[src/rtl/screen_pkg.sv]
`default_nettype none
// +----------------------------------------------------------------------------+
// | screen_pkg : shared constants, read-FSM state type and address helper       |
// | Rev 1.0                                                                     |
// +----------------------------------------------------------------------------+
package screen_pkg;

  localparam int SCREEN_BASE    = 16384;
  localparam int DEF_H_ACTIVE   = 512;
  localparam int DEF_H_FRONT    = 16;
  localparam int DEF_H_SYNC     = 96;
  localparam int DEF_H_BACK     = 48;
  localparam int DEF_V_ACTIVE   = 256;
  localparam int DEF_V_FRONT    = 10;
  localparam int DEF_V_SYNC     = 2;
  localparam int DEF_V_BACK     = 33;
  localparam int WORDS_PER_ROW  = DEF_H_ACTIVE / 16;
  localparam int ADR_W          = 15;

  typedef enum logic [0:0] {
    RD_IDLE = 1'b0,
    RD_REQ  = 1'b1
  } rd_state_e;

  // Word address of (row, col); wraps in 15-bit unsigned arithmetic.
  function automatic logic [ADR_W-1:0] word_adr(input logic [ADR_W-1:0] row,
                                                input logic [ADR_W-1:0] col,
                                                input logic [ADR_W-1:0] wpr);
    return ADR_W'(SCREEN_BASE) + row * wpr + col;
  endfunction

endpackage
`default_nettype wire

[src/rtl/sync_timing_gen.sv]
`default_nettype none
// +----------------------------------------------------------------------------+
// | sync_timing_gen : h/v counters, registered syncs/de, load & prefetch strobes|
// | Rev 1.0                                                                     |
// +----------------------------------------------------------------------------+
module sync_timing_gen #(
  parameter int H_ACTIVE = 512,
  parameter int H_FRONT  = 16,
  parameter int H_SYNC   = 96,
  parameter int H_BACK   = 48,
  parameter int V_ACTIVE = 256,
  parameter int V_FRONT  = 10,
  parameter int V_SYNC   = 2,
  parameter int V_BACK   = 33
) (
  input  logic        clk,
  input  logic        rst,
  output logic        de,
  output logic        hsync_n,
  output logic        vsync_n,
  output logic        frame_start,
  output logic        active,
  output logic        load_stb,
  output logic        load_last,
  output logic        prefetch_stb,
  output logic [14:0] load_col,
  output logic [14:0] cur_row,
  output logic [14:0] next_row
);
  localparam int H_TOTAL = H_ACTIVE + H_FRONT + H_SYNC + H_BACK;
  localparam int V_TOTAL = V_ACTIVE + V_FRONT + V_SYNC + V_BACK;
  localparam int HW      = $clog2(H_TOTAL);
  localparam int VW      = $clog2(V_TOTAL);

  localparam logic [HW-1:0] H_LAST      = HW'(H_TOTAL - 1);
  localparam logic [HW-1:0] H_ACT       = HW'(H_ACTIVE);
  localparam logic [HW-1:0] H_LAST_LOAD = HW'(H_ACTIVE - 16);
  localparam logic [HW-1:0] HS_BEG      = HW'(H_ACTIVE + H_FRONT);
  localparam logic [HW-1:0] HS_END      = HW'(H_ACTIVE + H_FRONT + H_SYNC);
  localparam logic [HW-1:0] H_PREF      = HW'(H_TOTAL - 16);
  localparam logic [VW-1:0] V_LAST      = VW'(V_TOTAL - 1);
  localparam logic [VW-1:0] V_ACT       = VW'(V_ACTIVE);
  localparam logic [VW-1:0] VS_BEG      = VW'(V_ACTIVE + V_FRONT);
  localparam logic [VW-1:0] VS_END      = VW'(V_ACTIVE + V_FRONT + V_SYNC);

  logic [HW-1:0] h_q, h_d;
  logic [VW-1:0] v_q, v_d, v_next;
  logic de_q, de_d, hsync_n_q, hsync_n_d, vsync_n_q, vsync_n_d, frame_start_q, frame_start_d;

  always_comb begin
    v_next        = (v_q == V_LAST) ? '0 : v_q + VW'(1);
    h_d           = (h_q == H_LAST) ? '0 : h_q + HW'(1);
    v_d           = (h_q == H_LAST) ? v_next : v_q;
    active        = (h_q < H_ACT) && (v_q < V_ACT);
    de_d          = active;
    hsync_n_d     = !((h_q >= HS_BEG) && (h_q < HS_END));
    vsync_n_d     = !((v_q >= VS_BEG) && (v_q < VS_END));
    frame_start_d = active && (h_q == '0) && (v_q == '0);
    load_stb      = active && (h_q[3:0] == 4'd0);
    load_last     = (h_q == H_LAST_LOAD);
    load_col      = 15'(h_q >> 4);
    prefetch_stb  = (h_q == H_PREF) && (v_next < V_ACT);
    cur_row       = 15'(v_q);
    next_row      = 15'(v_next);
  end

  // Starting on the last back-porch line lets line 0 be prefetched normally.
  always_ff @(posedge clk or posedge rst) begin
    if (rst) begin
      h_q           <= '0;
      v_q           <= V_LAST;
      de_q          <= 1'b0;
      hsync_n_q     <= 1'b1;
      vsync_n_q     <= 1'b1;
      frame_start_q <= 1'b0;
    end else begin
      h_q           <= h_d;
      v_q           <= v_d;
      de_q          <= de_d;
      hsync_n_q     <= hsync_n_d;
      vsync_n_q     <= vsync_n_d;
      frame_start_q <= frame_start_d;
    end
  end

  assign de          = de_q;
  assign hsync_n     = hsync_n_q;
  assign vsync_n     = vsync_n_q;
  assign frame_start = frame_start_q;

endmodule
`default_nettype wire

[src/rtl/screen_scanout.sv]
`default_nettype none
// +----------------------------------------------------------------------------+
// | screen_scanout : framebuffer reader, prefetch buffer, pixel shifter         |
// | Rev 1.0                                                                     |
// +----------------------------------------------------------------------------+
module screen_scanout
  import screen_pkg::*;
#(
  parameter int H_ACTIVE = DEF_H_ACTIVE,
  parameter int H_FRONT  = DEF_H_FRONT,
  parameter int H_SYNC   = DEF_H_SYNC,
  parameter int H_BACK   = DEF_H_BACK,
  parameter int V_ACTIVE = DEF_V_ACTIVE,
  parameter int V_FRONT  = DEF_V_FRONT,
  parameter int V_SYNC   = DEF_V_SYNC,
  parameter int V_BACK   = DEF_V_BACK
) (
  input  logic        clk,
  input  logic        rst,
  output logic        rd_req,
  output logic [14:0] rd_adr,
  input  logic        rd_valid,
  input  logic [15:0] rd_data,
  output logic        pix,
  output logic        de,
  output logic        hsync_n,
  output logic        vsync_n,
  output logic        frame_start,
  output logic        underrun
);
  localparam logic [14:0] WPR = 15'(H_ACTIVE / 16);

  logic        active, load_stb, load_last, prefetch_stb;
  logic [14:0] load_col, cur_row, next_row;

  sync_timing_gen #(
    .H_ACTIVE(H_ACTIVE), .H_FRONT(H_FRONT), .H_SYNC(H_SYNC), .H_BACK(H_BACK),
    .V_ACTIVE(V_ACTIVE), .V_FRONT(V_FRONT), .V_SYNC(V_SYNC), .V_BACK(V_BACK)
  ) u_timing (
    .clk          (clk),
    .rst          (rst),
    .de           (de),
    .hsync_n      (hsync_n),
    .vsync_n      (vsync_n),
    .frame_start  (frame_start),
    .active       (active),
    .load_stb     (load_stb),
    .load_last    (load_last),
    .prefetch_stb (prefetch_stb),
    .load_col     (load_col),
    .cur_row      (cur_row),
    .next_row     (next_row)
  );

  rd_state_e   state_q, state_d;
  logic [14:0] rd_adr_q, rd_adr_d, pend_adr_q, pend_adr_d, need_adr_q, need_adr_d;
  logic        pend_q, pend_d, need_vld_q, need_vld_d, buf_vld_q, buf_vld_d;
  logic [15:0] buf_q, buf_d, shift_q, shift_d, load_word;
  logic        pix_q, pix_d, underrun_q, underrun_d;
  logic        new_req;
  logic [14:0] new_adr;

  always_comb begin
    state_d    = state_q;
    rd_adr_d   = rd_adr_q;
    pend_d     = pend_q;
    pend_adr_d = pend_adr_q;
    need_vld_d = need_vld_q;
    need_adr_d = need_adr_q;
    buf_d      = buf_q;
    buf_vld_d  = buf_vld_q;
    underrun_d = underrun_q;
    new_req    = 1'b0;
    new_adr    = '0;
    load_word  = shift_q;

    if (prefetch_stb) begin
      new_req    = 1'b1;
      new_adr    = word_adr(next_row, '0, WPR);
      need_vld_d = 1'b1;
      need_adr_d = new_adr;
    end

    if (load_stb) begin
      load_word  = buf_vld_q ? buf_q : '0;
      underrun_d = underrun_q | ~buf_vld_q;
      buf_vld_d  = 1'b0;
      need_vld_d = ~load_last;
      need_adr_d = word_adr(cur_row, load_col + 15'd1, WPR);
      new_req    = ~load_last;
      new_adr    = need_adr_d;
    end

    pix_d   = active & load_word[0];
    shift_d = active ? (load_word >> 1) : shift_q;

    // The address doubles as the tag: a completion that is not the word the
    // next load needs is stale and dropped.
    case (state_q)
      RD_IDLE: begin
        if (new_req || pend_q) begin
          state_d  = RD_REQ;
          rd_adr_d = new_req ? new_adr : pend_adr_q;
          pend_d   = 1'b0;
        end
      end
      RD_REQ: begin
        if (new_req) begin
          pend_d     = 1'b1;
          pend_adr_d = new_adr;
        end
        if (rd_valid) begin
          state_d = RD_IDLE;
          if (need_vld_d && (rd_adr_q == need_adr_d)) begin
            buf_d     = rd_data;
            buf_vld_d = 1'b1;
          end
        end
      end
      default: state_d = RD_IDLE;
    endcase
  end

  always_ff @(posedge clk or posedge rst) begin
    if (rst) begin
      state_q    <= RD_IDLE;
      rd_adr_q   <= '0;
      pend_q     <= 1'b0;
      pend_adr_q <= '0;
      need_vld_q <= 1'b0;
      need_adr_q <= '0;
      buf_q      <= '0;
      buf_vld_q  <= 1'b0;
      shift_q    <= '0;
      pix_q      <= 1'b0;
      underrun_q <= 1'b0;
    end else begin
      state_q    <= state_d;
      rd_adr_q   <= rd_adr_d;
      pend_q     <= pend_d;
      pend_adr_q <= pend_adr_d;
      need_vld_q <= need_vld_d;
      need_adr_q <= need_adr_d;
      buf_q      <= buf_d;
      buf_vld_q  <= buf_vld_d;
      shift_q    <= shift_d;
      pix_q      <= pix_d;
      underrun_q <= underrun_d;
    end
  end

  assign rd_req   = (state_q == RD_REQ);
  assign rd_adr   = rd_adr_q;
  assign pix      = pix_q;
  assign underrun = underrun_q;

endmodule
`default_nettype wire

[config.mk]
export PLATFORM = sky130hd
export DESIGN_NAME = screen_scanout
export DESIGN_NICKNAME = d
export VERILOG_FILES = /design/src/rtl/screen_pkg.sv /design/src/rtl/sync_timing_gen.sv /design/src/rtl/screen_scanout.sv
export SDC_FILE = /design/constraint.sdc
export NUM_CORES = 1
export LEC_CHECK = 0
export BUFFER_PORTS_ARGS = -buffer_cell sky130_fd_sc_hd__buf_2
export CELL_PAD_IN_SITES_DETAIL_PLACEMENT = 1
export CELL_PAD_IN_SITES_GLOBAL_PLACEMENT = 1
export CORE_UTILIZATION = 36
export DETAILED_ROUTE_END_ITERATION = 8
export PLACE_DENSITY = 0.73
export SETUP_SLACK_MARGIN = 0.4
export SLEW_MARGIN = 10
export SYNTH_ARGS = -nofsm -noshare
export SYNTH_HDL_FRONTEND = slang
export SYNTH_SLANG_ARGS = --single-unit
[constraint.sdc]
create_clock -name clk -period 4.34 [get_ports clk]
set_input_delay 0 -clock clk [delete_from_list [all_inputs] [get_ports clk]]
set_output_delay 0 -clock clk [all_outputs]
set_load 0.03 [all_outputs]
======== Word level (Yosys, flattened, before mapping) ========
Cells that the tools add are included.
word-level totals
  bits in read-only memories .............. 0
  word-level logic and storage cells ...... 82
  memories ................................ 0
  input bits .............................. 19
  RAM bits ................................ 0
  bits in latches ......................... 0
  register bits after elaboration ......... 105
  output and inout port bits .............. 22
operators by class
  div/mod/pow operators ................... 0
  $mul .................................... 0
  reductions and logical operators ........ 17
  shift operators ......................... 0
  $add $sub $neg .......................... 6
  equality and inequality tests ........... 7
  mux-type cells .......................... 23
  bitwise operators ....................... 5
  order comparisons ....................... 7
operators with widths
  kind                                                              number
  15-bit two-way mux                                                5
  16-bit two-way mux                                                2
  15-bit by 14-bit adder with 15-bit output, first input constant   2
  9-bit < comparator, second input constant                         3
  10-bit == test, second input constant                             2
  10-bit < comparator, second input constant                        2
  15-bit by 7-bit adder with 15-bit output                          1
  15-bit == test                                                    1
  1-bit two-way mux                                                 12
  10-bit by 1-bit adder with 10-bit output, second input constant   1
  10-bit by 9-bit == test with 1-bit output, second input constant  1
  10-bit >= comparator, second input constant                       1
  10-bit zero test                                                  1
  10-bit two-way mux                                                1
  9-bit by 1-bit adder with 9-bit output, second input constant     1
  9-bit == test, second input constant                              1
  9-bit >= comparator, second input constant                        1
  9-bit zero test                                                   1
  9-bit two-way mux                                                 1
  1-bit logical AND                                                 8
  6-bit by 1-bit adder with 7-bit output, second input constant     1
  4-bit zero test                                                   1
  1-bit one-hot mux with 2 select lines                             2
  2-bit AND reduction                                               2
  other kinds (8)                                                   11

======== Longest topological paths before layout ========
  depth after elaboration ................. 11
  gate-level depth with buffers ........... 15
  mapped depth without buffers ............ 11

======== Cells and area by module ========
From an unflattened synthesis, not the netlist that was laid out.
second synthesis, totals
  cell total of the unflattened synthesis .. 660
  area, all modules ....................... 6294.8 µm²
by module, submodules not included
  module           times used  cells an instance  area each (µm²)
  screen_scanout   1           499                4808.4
  sync_timing_gen  1           161                1486.4

======== Least setup slack after synthesis ========
Ideal clock, no wire load.
  path kind ............................... register to register
  from .................................... register u_timing.v_q[0]
  to ...................................... register buf_q[0]
  buffers on the path ..................... 1
  setup time .............................. 125 ps
  required time ........................... 4215 ps
  slack ................................... 1195 ps
  cell stages (with the launch flop) ...... 12
  data arrival time ....................... 3019 ps
  cells stage by stage .................... dfrtp_1 -> ha_1 -> nand4_2 -> o21a_1 -> o22ai_2 -> a22oi_1 -> a2111oi_2 -> o211ai_1 -> nor4_4 -> nand4_4 -> buf_6 -> mux2_4
on the way
  word-level cells in the longest chain between the ends .. 9
ends and longest elaborated chain
  item                                                                                               line                   RTL
  from (decl)                                                                                        sync_timing_gen.sv:47  logic [VW-1:0] v_q, v_d, v_next;
  from (signal assigned)                                                                             sync_timing_gen.sv:78  v_q <= v_d;
  parallel branches: the longest is 7 deep, another holds 15-bit by 14-bit adder with 15-bit output  n/a
  1-bit logical AND *                                                                                screen_scanout.sv:114  if (need_vld_d && (rd_adr_q == need_adr_d)) begin
  3-bit AND reduction (no source line) *                                                             n/a
  to (signal assigned)                                                                               screen_scanout.sv:144  buf_q <= buf_d;
  to (decl)                                                                                          screen_scanout.sv:58   logic [15:0] buf_q, buf_d, shift_q, shift_d, load_word;
Every way passes the cells marked *.
A chain may end at the register's enable or synchronous reset.

======== Final worst setup path ========
  from .................................... register u_timing.v_q[0]
  to ...................................... register buf_q[8]
Same word-level chain as after synthesis.

==> summary.txt <==
Clocking
  – CTS tree: yes
  – Clk Latency, worst-skew pair: 360 ps
  – Clock root cell: clkbuf_16
  – Clk sinks: 105
  – Max Root-Sink Buffers: 2
  – CTS H-tree lvls: 3
  – Clock transition at the registers of the reported paths: 70 ps
  – TritonCTS buffer count: 9

Pwr
  – Leak pwr: 2.78 nW
  – Worst ir drop on vdd: 0.239 mV
  – Total power: 2.94 mW
  – Power per cell area: 461 nW/um2

Synthesis
  – Async SR Flop Fraction: 100%
  – Largest area contributor in the netlist: dfrtp_1
  – Synthesized Nets: 618
  – Yosys cell types: 69
  – Mapped Area: 5550 um2
  – Average size of a mapped cell: 9.41 um2
  – Number of flops mapped to enable cells by yosys: 0
  – Commonest register cell after synthesis: dfrtp_1
  – Synthesis-stage register bit count: roughly 110
  – Yosys Warn Count: 0
  – Synth top area cells: dfrtp_1 45%, nand2_1 4.4%, o21ai_0 4.1%
  – Sequential area share after synthesis: a little under half
  – Post-Syn Instances: 590
  – Synth top area share: 44.6%

Floorplanning
  – Io pins: between 40 and 50
  – Die Width: roughly 130 um
  – Core area: 15100 um2
  – Site Rows: 45
  – Die height: 126 um
  – Die area: about 16000 um2
  – Initial core utilization: 36.7%

Critical path
  – Buf/Inv on CP: 1
  – Crit end category: flop
  – Arr. time, crit path: 3940 ps
  – Worst-path cell chain: ha_1 > nand4_2 > o211ai_4 > nor3_1 > o31ai_1 > a21boi_0 > xnor2_1 > nor4_1 > nand4_4 > buf_4 > mux2_4
  – WS Path Type: flop to flop
  – Family with the most delay on the worst path: compound AO/OA/AOI/OAI gates
  – Maximum fanout along the worst path: 17
  – Critical Path RT: 4580 ps
  – R2r setup slk: 640 ps
  – Worst stage delay on the critical path: 540 ps
  – Slowest CP cell: o31ai_1
  – Startpoint Class: flop

STA
  – Fin Hold WS: 370 ps
  – Worst slew margin: 41.8%
  – Tcrit/Tclk final: 85.3%
  – Tightest Pin Transition: 871 ps
  – Fin worst setup slack: between 600 and 700 ps
  – TNS Setup: 0 ps
  – Final Max Slew Viols: 0
  – Worst Skew: 8.47 ps
  – Final setup violating endpoints: 0
  – Hold Fails Final Rpt: 0
  – Max Freq: 0.270 GHz
  – Final min period: around 3700 ps
  – RSZ-0062 raised after global routing: false

Drt
  – Routed wire length: 15800 um
  – DR vias: 4675
  – Wire length per cell: 19.2 um
  – DRT antenna net count: 0
  – Number of vias per cell: roughly 5.7
  – DRC: 2
  – Starting DRT DRC Count: 273
  – DRT Pass-1 Iters: 7

Cells and area
  – Final Util: 42.0%
  – Layout cell share with drive strength beyond 1: between 10% and 20%
  – ANT cells: 0
  – P&R area growth vs syn: 14.7%
  – Commonest non-fill, non-tap cell in the layout: dfrtp_1
  – Finished Layout Cells: 824
  – Fin area: 6370 um2
  – Most frequent cells in the layout: 99 x dfrtp_1, 65 x nand2_1, 53 x nor2_1
  – Nets: between 600 and 700

GRT
  – First-pass GRT wire length: roughly 26000 um
  – Number of global-route vias before repair: 4929
  – Initial antenna violation count: 0
  – Total congestion overflow: 0
  – Largest net degree at the start of global routing: 69
  – Overall routing resource usage: 20.9%

Placement
  – DP Area: ~5900 um2
  – Number of port buffers: 40
  – Post-Place Cells: 791
  – Post-Place Setup Slack: 657 ps
  – HPWL Detailed: 11200 um
  – GP Congestion: ~0.9

Run
  – Max-capacitance violation count: 0

Run status
  – Status: finished with violations
  – Failing checks: DRC

Min path
  – Hold WC Path Type: primary input to async pin
==> path summary, 6_finish.rpt <==
kind,from,endpoint,cells past startpoint
hold / removal,rst,shift_q[6],3
max in group asynchronous,rst,rd_adr[7],4
min in group clk,rd_valid,rd_req,3
hold reg to reg,underrun,underrun,1
setup / recovery,u_timing.v_q[0],buf_q[8],11
setup reg to reg,u_timing.v_q[0],buf_q[8],11
==> per-layer routing <==
| metal | global-route usage (%) | vias up | part of all wire [%] |
|---|---|---|---|
| met5 | 0 | - | 0 |
| met4 | 6.95 | 0 | 1.8 |
| met3 | 3.74 | 24 | 4.2 |
| met2 | 33.3 | 103 | 47 |
| met1 | 28.8 | 2375 | 47 |
| li1 | - | 2173 | - |
==> state kept, by name, summed over array words and instances (netlist names), 9 cells and up <==
name / cells
buf_q: 16
need_adr_q: 15
pend_adr_q: 15
rd_adr: 15
shift_q: 15
u_timing.h_q: 10
u_timing.v_q: 9
==> layout make-up <==
type / instances / area (um2)
sequential: 105 / 2640
tap: 188 / 235
clock buffer: 11 / 243
timing repair buffer: 71 / 478
multi-input combinational: 422 / 2640
inverter: 23 / 88.8
fill: 1727 / 8780
clock inverter: 4 / 52.6
==> Yosys cell counts, types with 3 or more instances <==
master,n
dfrtp_1,99
nand2_1,65
nor2_1,53
o21ai_0,46
nand3_1,36
a21oi_1,31
inv_1,22
a31oi_1,21
clkbuf_1,20
xnor2_1,14
buf_2,13
nor3_1,13
mux2_2,10
nand4_1,10
ha_1,9
mux2_4,9
dfstp_2,6
o31ai_1,6
or3_1,6
xor2_1,6
and2_1,5
buf_4,5
a211oi_1,4
a22oi_1,4
and3_1,4
nor2b_1,4
nor4_1,4
o21a_1,4
a221oi_1,3
o211ai_1,3
o21bai_1,3
==> cells by family (layout without fill, tap and decap cells) <==
kind of cell | after synthesis | in the layout | share of synthesized area, %
buffers and inverters | 63 | 109 | 5.16
multiplexers | 21 | 21 | 4.82
flip-flops | 105 | 105 | 47.5
AND/OR/NAND/NOR | 223 | 223 | 20.3
AO/OA/AOI/OAI | 149 | 149 | 17.1
XOR/XNOR | 20 | 20 | 3.16
adder cells (fa/ha/maj) | 9 | 9 | 2.03
==> power by group <==
group | switching [mW] | total (mW) | internal (mW)
Combinational | 0.377 | 0.751 | 0.375
Clock | 0.372 | 0.834 | 0.463
Sequential | 0.167 | 1.35 | 1.18
Total | 0.916 | 2.94 | 2.02
==> repair_timing <==
action / in CTS / in global routing
hold endpoints to repair: 78 / 0
hold buffers: 18 / 0
buffers inserted: 0 / 0
gates resized for setup: 0 / 1
setup endpoints to repair: 0 / 10
==> worst register-to-register path, stage by stage (launching register included) <==
cell and delay, ps:
dfrtp_1 490, ha_1 360, nand4_2 200, o211ai_4 330, nor3_1 80, o31ai_1 540
a21boi_0 350, xnor2_1 130, nor4_1 390, nand4_4 130, buf_4 260, mux2_4 340
Power figures use the tool's default switching activity.
